--- src/rtl/viterbi_pkg.sv ---
// Shared constants and types for the convolutional encoder and Viterbi decoder.
package viterbi_pkg;

  localparam int unsigned K_DEFAULT       = 3;
  localparam logic [2:0]  G0_DEFAULT      = 3'b111;  // octal 7
  localparam logic [2:0]  G1_DEFAULT      = 3'b101;  // octal 5
  localparam int unsigned MAX_LEN_DEFAULT = 1024;

  typedef enum logic [1:0] {
    IDLE = 2'd0,
    DATA = 2'd1,
    TAIL = 2'd2
  } enc_state_e;

  // Rate-2/3 puncturing: even data symbols send both bits, odd ones drop d_out[0].
  localparam logic [1:0] PUNCT_EVEN = 2'b11;
  localparam logic [1:0] PUNCT_ODD  = 2'b10;
  localparam logic [1:0] MASK_ALL   = 2'b11;

endpackage

--- src/rtl/conv_parity.sv ---
// One generator tap of the convolutional encoder: parity of the register masked by g_i.
module conv_parity #(
  parameter int unsigned K = 3
) (
  input  logic [K-1:0] r_i,
  input  logic [K-1:0] g_i,
  output logic         p_o
);

  assign p_o = ^(r_i & g_i);

endmodule

--- src/rtl/conv_encoder_framed.sv ---
// Framed K-constraint, rate-1/2 convolutional encoder with zero-tail termination.
// One registered code symbol per accepted bit; K-1 tail symbols end each frame in state 0.
// Optional macro CONV_PUNCT_EN adds a rate-2/3 puncturing mask on data symbols.
module conv_encoder_framed
  import viterbi_pkg::*;
#(
  parameter int unsigned  K       = K_DEFAULT,
  parameter logic [K-1:0] G0      = G0_DEFAULT,
  parameter logic [K-1:0] G1      = G1_DEFAULT,
  parameter int unsigned  MAX_LEN = MAX_LEN_DEFAULT
) (
  input  logic       clk,
  input  logic       rst,
  input  logic       enable_i,
  input  logic       d_in,
  input  logic       sof_i,
  input  logic       eof_i,
  output logic       ready_o,
  output logic       valid_o,
  output logic [1:0] d_out,
  output logic [1:0] mask_o,
  output logic       eof_o,
  output logic       err_o
);

  localparam int unsigned LenW  = $clog2(MAX_LEN + 1);
  localparam int unsigned TailW = (K > 2) ? $clog2(K - 1) : 1;
  // A one-bit frame already hits the length limit when MAX_LEN is 1.
  localparam bit          FirstIsMax = (MAX_LEN <= 1);

  enc_state_e        state_q, state_d;
  logic [K-2:0]      sr_q, sr_d, sr_base;
  logic [LenW-1:0]   len_q, len_d, len_inc;
  logic [TailW-1:0]  tail_q, tail_d;
  logic              enc, d_bit, err_d, eof_d;
  logic [K-1:0]      r;
  logic              p_g0, p_g1;
  logic [1:0]        mask_d;

  logic              valid_q, eof_q, err_q;
  logic [1:0]        d_out_q, mask_q;

  // Register {newest bit, shift register}; shift register is cleared at frame start.
  assign r = {d_bit, sr_base};

  conv_parity #(.K(K)) u_parity_g0 (
    .r_i (r),
    .g_i (G0),
    .p_o (p_g0)
  );

  conv_parity #(.K(K)) u_parity_g1 (
    .r_i (r),
    .g_i (G1),
    .p_o (p_g1)
  );

  // Saturating frame length increment.
  assign len_inc = (len_q == LenW'(MAX_LEN)) ? len_q : len_q + LenW'(1);

  // FSM state register.
  always_ff @(posedge clk) begin
    if (rst) begin
      state_q <= IDLE;
    end else begin
      state_q <= state_d;
    end
  end

  // Next-state and encode control.
  always_comb begin
    state_d = state_q;
    len_d   = len_q;
    tail_d  = tail_q;
    enc     = 1'b0;
    d_bit   = 1'b0;
    sr_base = sr_q;
    err_d   = 1'b0;
    eof_d   = 1'b0;
    unique case (state_q)
      IDLE: begin
        len_d  = '0;
        tail_d = '0;
        if (enable_i) begin
          if (sof_i) begin
            enc     = 1'b1;
            d_bit   = d_in;
            sr_base = '0;
            len_d   = LenW'(1);
            if (eof_i || FirstIsMax) begin
              state_d = TAIL;
              err_d   = !eof_i;
            end else begin
              state_d = DATA;
            end
          end else begin
            // Data outside a frame is discarded.
            err_d = 1'b1;
          end
        end
      end
      DATA: begin
        if (enable_i) begin
          enc   = 1'b1;
          d_bit = d_in;
          err_d = sof_i;
          len_d = len_inc;
          if (eof_i || (len_inc == LenW'(MAX_LEN))) begin
            state_d = TAIL;
            tail_d  = '0;
            if (!eof_i) err_d = 1'b1;
          end
        end
      end
      TAIL: begin
        enc   = 1'b1;
        err_d = enable_i;
        if (tail_q == TailW'(K - 2)) begin
          eof_d   = 1'b1;
          state_d = IDLE;
        end else begin
          tail_d = tail_q + TailW'(1);
        end
      end
      default: state_d = IDLE;
    endcase
  end

  // Shift-register update: the newest K-1 bits of r, zeroed after the last tail symbol.
  always_comb begin
    sr_d = sr_q;
    if (enc) sr_d = r[K-1:1];
    if (eof_d) sr_d = '0;
  end

`ifdef CONV_PUNCT_EN
  logic phase_q, phase_d, phase_cur;

  // Puncture phase: even/odd data symbol index within the frame.
  always_ff @(posedge clk) begin
    if (rst) begin
      phase_q <= 1'b0;
    end else begin
      phase_q <= phase_d;
    end
  end

  // Phase restarts at frame start; tail symbols are never punctured.
  always_comb begin
    phase_cur = (state_q == IDLE) ? 1'b0 : phase_q;
    phase_d   = phase_q;
    mask_d    = PUNCT_EVEN;
    if (enc && (state_q != TAIL)) begin
      phase_d = ~phase_cur;
      mask_d  = phase_cur ? PUNCT_ODD : PUNCT_EVEN;
    end
  end
`else
  assign mask_d = MASK_ALL;
`endif

  // Datapath state: shift register, frame length and tail counter.
  always_ff @(posedge clk) begin
    if (rst) begin
      sr_q   <= '0;
      len_q  <= '0;
      tail_q <= '0;
    end else begin
      sr_q   <= sr_d;
      len_q  <= len_d;
      tail_q <= tail_d;
    end
  end

  // Registered symbol outputs, one-cycle latency.
  always_ff @(posedge clk) begin
    if (rst) begin
      valid_q <= 1'b0;
      d_out_q <= '0;
      mask_q  <= '0;
      eof_q   <= 1'b0;
      err_q   <= 1'b0;
    end else begin
      valid_q <= enc;
      d_out_q <= enc ? {p_g0, p_g1} : 2'b00;
      mask_q  <= mask_d;
      eof_q   <= eof_d;
      err_q   <= err_d;
    end
  end

  // Outputs: ready is a pure function of state, the rest come from the output registers.
  always_comb begin
    ready_o = (state_q != TAIL);
    valid_o = valid_q;
    d_out   = d_out_q;
    mask_o  = mask_q;
    eof_o   = eof_q;
    err_o   = err_q;
  end

endmodule
--- config.mk ---
export PLATFORM = sky130hd
export DESIGN_NAME = conv_encoder_framed
export DESIGN_NICKNAME = d
export VERILOG_FILES = /design/src/rtl/viterbi_pkg.sv /design/src/rtl/conv_parity.sv /design/src/rtl/conv_encoder_framed.sv
export SDC_FILE = /design/constraint.sdc
export NUM_CORES = 1
export LEC_CHECK = 0
export BUFFER_PORTS_ARGS = -buffer_cell sky130_fd_sc_hd__buf_2
export CAP_MARGIN = 20
export CORE_MARGIN = 2
export CORE_UTILIZATION = 58
export DETAILED_ROUTE_END_ITERATION = 16
export HOLD_SLACK_MARGIN = 0.12
export PLACE_DENSITY = 0.75
export SYNTH_ARGS = -nofsm -noshare
export SYNTH_HDL_FRONTEND = slang
export SYNTH_SLANG_ARGS = --single-unit
--- constraint.sdc ---
create_clock -name clk -period 2.5 [get_ports clk]
set_input_delay 0.125 -clock clk [delete_from_list [all_inputs] [get_ports clk]]
set_output_delay 0.125 -clock clk [all_outputs]
set_load 0.05 [all_outputs]
Word level (Yosys, flattened, before mapping)
Cells that the tools add are included.
{ "classes": {"n_mux": 37, "add_sub_neg": 2, "n_reduce_logical": 12, "n_bitwise": 1, "n_eq_ne": 10} }
{ "ops": {"columns": ["cell", "n"], "rows": [
  ["$eq A11 B11 Y1 const B", 2],
  ["$mux W11", 2],
  ["$pmux W11 S2", 1],
  ["$mux W2", 10],
  ["$mux W1", 19],
  ["$ne A2 B2 Y1 const B", 6],
  ["$add A11 B1 Y11 const B", 1],
  ["$pmux W1 S3", 3],
  ["$pmux W2 S3", 1],
  ["$reduce_xor A3 Y1", 2],
  ["$reduce_and A5 Y1", 1],
  ["$reduce_or A2 Y1", 2],
  ["$reduce_and A3 Y1", 1],
  ["$reduce_bool A3 Y1", 1],
  ["$eq A2 B1 Y1 const B", 1],
  ["$eq A2 B2 Y1 const B", 1],
  ["$logic_not A2 Y1", 1],
  ["$pmux W1 S2", 1],
  ["$reduce_and A2 Y1", 1],
  ["$reduce_bool A2 Y1", 1],
  ["$add A1 B1 Y1 const B", 1],
  ["$logic_not A1 Y1", 1],
  ["$logic_or A1 B1 Y1", 1],
  ["$not A1 Y1", 1]
]} }
{ "word_totals": {"output_inout_bits": 8, "regBits": 23} }

Logic depth before layout (Yosys ltp)
Gate-level depths: netlist of the first run.
{ "depth": {"word_depth": 7, "mapped_depth": 7} }

Hierarchy
Synthesis of the first run repeated with hierarchy kept, for this count alone.
{ "unflattened": {"hier_cells": 171, "hier_area_um2": 1380.1} }
{ "by_module_without_submodules": {"columns": ["module", "instances", "cells_per_inst", "seq_area_each_um2", "area_per_inst_um2"], "rows": [
  ["conv_encoder_framed", 1, 163, 440.4, 1312.5],
  ["conv_parity", 2, 4, 0.0, 33.8]
]} }

Least setup slack after synthesis of the first run
No wires, ideal clock.
{ "synth_timing": {"kind": "register to register", "startpoint": "register len_q[0]", "endpoint": "register state_q[0]", "setup_slack_ps": 779, "arrival_time_ps": 1630, "synth_period_minus_slack_ps": 1721, "path_stages_with_launch": 7, "setup_ps": 91, "path_cell_list": "dfxtp_1 ha_1 nand2_1 nor4_4 o221ai_1 o221a_2 a311oi_1"} }
{ "synth_between": {"elab_chain_cells": 6} }
{ "synth_lines": {"columns": ["item", "line", "rtl"], "rows": [
  ["start: declaration", "conv_encoder_framed.sv:33", "logic [LenW-1:0] len_q, len_d, len_inc;"],
  ["start signal: assignment", "conv_encoder_framed.sv:170", "len_q <= len_d;"],
  ["$add A11 B1 Y11 or $eq A11 B11 Y1 (tied branches)", "conv_encoder_framed.sv:59", "assign len_inc = (len_q == LenW'(MAX_LEN)) ? len_q : len_q + LenW'(1);"],
  ["$mux W11 (*)", "conv_encoder_framed.sv:59", null],
  ["$eq A11 B11 Y1 (*)", "conv_encoder_framed.sv:108", "if (eof_i || (len_inc == LenW'(MAX_LEN))) begin"],
  ["$logic_or A1 B1 Y1 (*)", "conv_encoder_framed.sv:108", null],
  ["$ne A2 B2 Y1 (no line) (*)", null, null],
  ["$reduce_and A5 Y1 (no line) (*)", null, null],
  ["end signal: assignment", "conv_encoder_framed.sv:66", "state_q <= state_d;"],
  ["end: declaration", "conv_encoder_framed.sv:31", "enc_state_e state_q, state_d;"]
]} }
Mark *: on every way between the ends. The rest lies on a longest branch, timed or not.
A chain may end at the register's enable or synchronous reset.

Worst setup path after layout of the first run
Ends and elaborated chain as after synthesis.

==> results of run 1 <==
## cell families after synthesis
logic type	synth area share
simple gates	0.311
compound gates	0.243
flops	0.310
buf+inv	0.0670
xor+xnor	0.0362
mux	0.0141
fa+ha+maj	0.0176
## report_power, final
group	internal, W	total [W]	leakage [nW]	switching, W
Combinational	0.0000368	0.000110	0.388	0.0000730
Clock	0.000162	0.000280	0.0279	0.000117
Sequential	0.000360	0.000372	0.179	0.0000126
## registers in the layout, indices dropped and copies added, names as in the netlist
register  flops
sr_q          2
valid_o       1
eof_o         1
tail_q        1
mask_o        1
err_o         1
state_q       2
d_out         2
len_q        11
## layout make-up
type / count / area (um^2) / share of cell area
repair buffers: 14 / 72.6 / 0.0478
inverters: 9 / 33.8 / 0.0223
multi-input cells: 136 / 883 / 0.582
flip-flops and latches: 22 / 440 / 0.290
clock buffers: 3 / 22.5 / 0.0148
well taps: 28 / 35.0 / 0.0231
clock inverters: 1 / 30.0 / 0.0198
## final timing paths
check             slack (ns)         end  cells after the start
setup / recovery        0.48  state_q[0]                      6
hold / removal          0.18    len_q[7]                      2
setup reg to reg        0.48  state_q[0]                      6
hold reg to reg         0.57    len_q[9]                      2
## through the flow
step,utilization,instances,cell area (um^2)
after floorplan,-,178,1420
after global placement,0.650,209,1470
after detailed placement,0.650,209,1470
after CTS,0.673,213,1520
after global routing,0.673,213,1520
final,0.673,213,1520
## routing by layer
layer,vias to the layer above,track usage,wire (um)
met5,-,0,0
met4,0,0.0769,27
met3,5,0.0621,193
met2,31,0.356,1340
met1,600,0.372,1550
li1,670,-,-
## placed cells by master (no fill, tap or decap), drive strengths merged, types with 2 or more instances in the layout
cell type | synthesis | routed
dfxtp | 22 | 22
o21ai | 17 | 17
a21oi | 16 | 16
nor2 | 16 | 16
buf | 6 | 14
nand2 | 11 | 11
inv | 9 | 9
nor2b | 8 | 8
nand3 | 6 | 6
nor4 | 6 | 6
or3 | 5 | 5
nor3 | 4 | 4
nand4 | 4 | 4
a211oi | 3 | 3
xor2 | 3 | 3
a31oi | 3 | 3
a22oi | 3 | 3
clkbuf | 5 | 3
nand3b | 2 | 2
o21a | 2 | 2
nand2b | 2 | 2
mux2i | 2 | 2
and3 | 2 | 2
ha | 2 | 2
xnor2 | 2 | 2
==> results.md, run 1 <==
* Status: completed
* Routed len/inst at 14.6 um
* Max Slew Vio Count at 0
* IR drop worst, VDD at 0.557 mV
* H-tree Lvls at 1
* Layout cells sized above 1 at 0.151
* Row count at 17
* Antenna-violating nets left at 0
* Top cell type's share of synthesized area at 0.310
* Top post-synthesis cells by area: dfxtp_1 (31%), a21oi_1 (5.6%), o21ai_0 (4.9%)
* Worst hold slack at 0.185 ns
* Post-synthesis area per instance at 7.97 um^2
* Mapped Area at 1420 um^2
* Clock insertion delay at the later pin of the skew report at ~0.32 ns
* Worst Max-Slew Pin Slew at 0.523 ns
* Cts hold-fix bufs at 0
* Final setup violation count at 0
* Hold_sp: rst
* Die area at 2860 um^2
* CP Data Arrival Time at approximately 2.3 ns
* CTS clk-pin slew, worst paths at 0.13 ns
* GP Congestion at 0.938
* Mapped Cells at ~180
* Dpl hpwl at 2240 um
* Total grt overflow at 0
* CTS max path bufs at 2
* RSZ-0062 raised after global routing: no
* Max-slew headroom at 0.651
* Setup Total Neg Slack at 0 ns
* Crit path max fanout at 7
* CP top delay family: compound AO/OA/AOI/OAI gates
* Pre-CTS WS at between 0.5 and 0.6 ns
* P per Cell Area at between 500 and 600 nW/um^2
* Number of global-route vias before repair at 1107
* # Post-CTS Setup Buffers at 0
* Post-synthesis sequential area ratio at 0.310
* Most common library cells after synthesis: dfxtp_1 (22), a21oi_1 (16), nor2_1 (16), o21ai_0 (14), nand2_1 (11)
* Total power draw at 0.000762 W
* Max stage delay on crit path at 0.43 ns
* Number of fill cells at 204
* Area grow syn2layout at 6.97%
* NumNets Final at roughly 190
* Die width at 53.5 um
* Fin worst setup slack at between 0.4 and 0.5 ns
* Critical Path Source Type: flip-flop
* Clock Tree Root: clkbuf_4
* Largest net degree at the start of global routing at 20
* Netlist cell types at 51
* Yosys top cell by area: dfxtp_1
* Final min period at between 2 and 2.5 ns
* Core area at 2250 um^2
* Die height at 53.5 um
* Starting density of the core at 0.629
* Most numerous cell in the Yosys netlist: dfxtp_1
* CTS Buf Count at 3
* Ys flop type: dfxtp_1
* CP Class: flip-flop to flip-flop
* # IOs at 14
* Clock skew at ~0.0087 ns
* Via count at 1306
* Req. time, crit path at 2.73 ns
* Post-Syn Nets at 186
* Routed vias/inst at 6.13
* CTS tree: yes
* P_leak at roughly 0.59 nW
* Setup crit start: len_q[0]
* Hold Crit Class: primary input to flip-flop
* Register bit count reported by yosys at 22
* DRC at 0
* Crit. End Element: flip-flop
* Initial antenna violation count at 0
* Port bufs at 13
* Worst r2r src: len_q[0]
* # resized after CTS at 0
* ANT cells at 0
* Final Hold Vio Count at 0
* Async set-reset flop share out of synthesis at 0
* Clock sinks at 22
* Fmax at 0.496 GHz
* Max_cap viols at 0
* Worst path slowest cell: a31oi_1
* TritonRoute pass-1 iters at 4
* First-pass GRT wire length at ~5200 um
* Drt total wl at 3110 um
* Crit path cell chain: ha_1, nand2_1, xor2_1, a31oi_1, nor2_1, a311oi_1
* Final worst-path cycle share at 0.807
* Buffers and inverters on the worst path at 0
* Post-synth EDFFs at 0
* DR iter-0 viols at 42
* All-Layer GR Usage at 0.253
* Yosys warning total at 0
(Power assumes the default switching activity.)
==> inputs of run 2 (changes only) <==
- clock period: 2.5 -> 2.05 ns (I/O delays scaled with it)
==> run 2 against run 1 <==
  * Combinational power rose by 35%
  * Highest routed layer unchanged
  * Flip-flop and latch count did not move
  * Global-route usage rose by 1.7 points
  * Utilization rose by 1.1 points
  * Clock power rose by 23%
==> results.md, run 2 (synthesis gave the netlist of run 1 again) <==
* All-Layer GR Usage at 0.270
* Crit. End Element: flip-flop
* Worst r2r path cells at 6
* Starting density of the core at 0.629
* Antenna-violating nets left at 0
* Comb pwr share at 0.158
* Final Instance Area at roughly 1500 um^2
* Routed len/inst at ~16 um
* CP Data Arrival Time at 2.12 ns
* Clock power frac at 0.366
* Most frequent cells in the layout: dfxtp_1 (21), a21oi_1 (16), nor2_1 (16), o21ai_0 (14), buf_2 (13)
* Max-slew headroom at 0.676
* Hold Path Depth at 2
* Die width at approximately 53 um
* Cts hold-fix bufs at 0
* DRC at 0
* DR iter-0 viols at 65
* Flop pwr share at 0.476
* Initial antenna violation count at 0
* Top reg by flops: len_q
* P_leak at 0.611 nW
* Most common cell after layout, fill and taps aside: dfxtp_1
* Int Pwr at 0.000685 W
* GP Congestion at 0.909
* Clock insertion delay at the later pin of the skew report at 0.32 ns
* Via count at 1363
* # Post-CTS Setup Buffers at 0
* CTS clk-pin slew, worst paths at 0.14 ns
* Dpl hpwl at 2460 um
* Core area at 2250 um^2
* Row count at 17
* ANT cells at 0
* Area grow syn2layout at 8.64%
* Crit path max fanout at 5
* Final setup violation count at 0
* Largest register FFs at 11
* Setup Total Neg Slack at 0 ns
* IR drop worst, VDD at 0.592 mV
* NumNets Final at around 200
* DP Area at 1490 um^2
* # resized after CTS at 0
* RSZ-0062 raised after global routing: no
* TritonRoute pass-1 iters at 4
* Status: completed
* Net Sw Frac at 0.271
* Layout cells sized above 1 at 0.170
* Max Slew Vio Count at 0
* Clock sinks at 22
* Final worst-path cycle share at 0.930
* First-pass GRT wire length at 5640 um
* Drt total wl at 3360 um
* CTS max path bufs at 2
* Total grt overflow at 0
* Psw at 0.000254 W
* # IOs at 14
* Number of global-route vias before repair at 1227
* Clock Tree Root: clkbuf_4
* Die height at 53.5 um
* H-tree Lvls at 1
* Max_cap viols at 0
* Hold Crit Class: primary input to flip-flop
* CTS tree: yes
* CP Class: flip-flop to flip-flop
* Die area at 2860 um^2
* CTS Buf Count at 3
* Critical Path Source Type: flip-flop
* Largest net degree at the start of global routing at 20
* Req. time, crit path at 2.26 ns
* Fmax at 0.525 GHz
* Worst Max-Slew Pin Slew at 0.481 ns
* Final min period at 1.91 ns
* Clock skew at ~0.0053 ns
* Routed vias/inst at 6.31
* P per Cell Area at 609 nW/um^2
* Port bufs at 13
* Final Hold Vio Count at 0
==> run 2: cell count changes in the layout (fill, tap and decap cells not counted), sizes merged <==
cell and delta:
buf +3
==> run 2: area by class of cell <==
class                      instances  area, um^2
multi-input combinational        136         883
fill                             203         713
sequential                        22         442
timing repair buffer              17        95.1
clock inverter                     1        30.0
tap                               28        35.0
clock buffer                       3        22.5
inverter                           9        33.8
==> run 2: through the flow <==
stage          hold WS, ns  cells  worst slack [ns]  utilization  total power [W]
2_1_floorplan        0.329    178             0.329            -         0.000563
3_3_place_gp         0.489    212             0.218        0.660         0.000598
3_5_place_dp         0.501    212             0.163        0.660         0.000602
4_1_cts              0.161    216             0.138        0.683         0.000939
5_1_grt              0.175    216            0.0327        0.684         0.000974
6_report             0.160    216             0.144        0.684         0.000939
==> run 2: path summary, 6_finish.rpt <==
check / from / end / slack [ns]
worst max register to register: len_q[0] / state_q[0] / 0.14
worst max-delay path: len_q[0] / state_q[0] / 0.14
worst min-delay path: rst / len_q[1] / 0.16
worst min register to register: tail_q / sr_q[0] / 0.55
==> run 2: critical path, cell delays in order, from the launching register on <==
cell and delay [ns]:
dfxtp_1 0.43, inv_1 0.12, ha_1 0.35, a211o_1 0.27, a21boi_0 0.25, o221a_2 0.28
a311oi_1 0.10
==> run 2: layer usage <==
layer	up-vias	wire, um	track usage
li1	670	-	-
met1	634	1560	0.378
met2	57	1580	0.430
met3	2	204	0.0424
met4	0	14	0.0641
met5	-	0	0
==> run 2: power by group through the flow <==
stage / Sequential, W / Clock [W] / Combinational [W]
global placement: 0.000456 / 0 / 0.000142
floorplan: 0.000473 / 0 / 0.0000899
global route: 0.000449 / 0.000365 / 0.000161
CTS: 0.000447 / 0.000345 / 0.000146
detailed placement: 0.000457 / 0 / 0.000146
finish: 0.000447 / 0.000343 / 0.000148
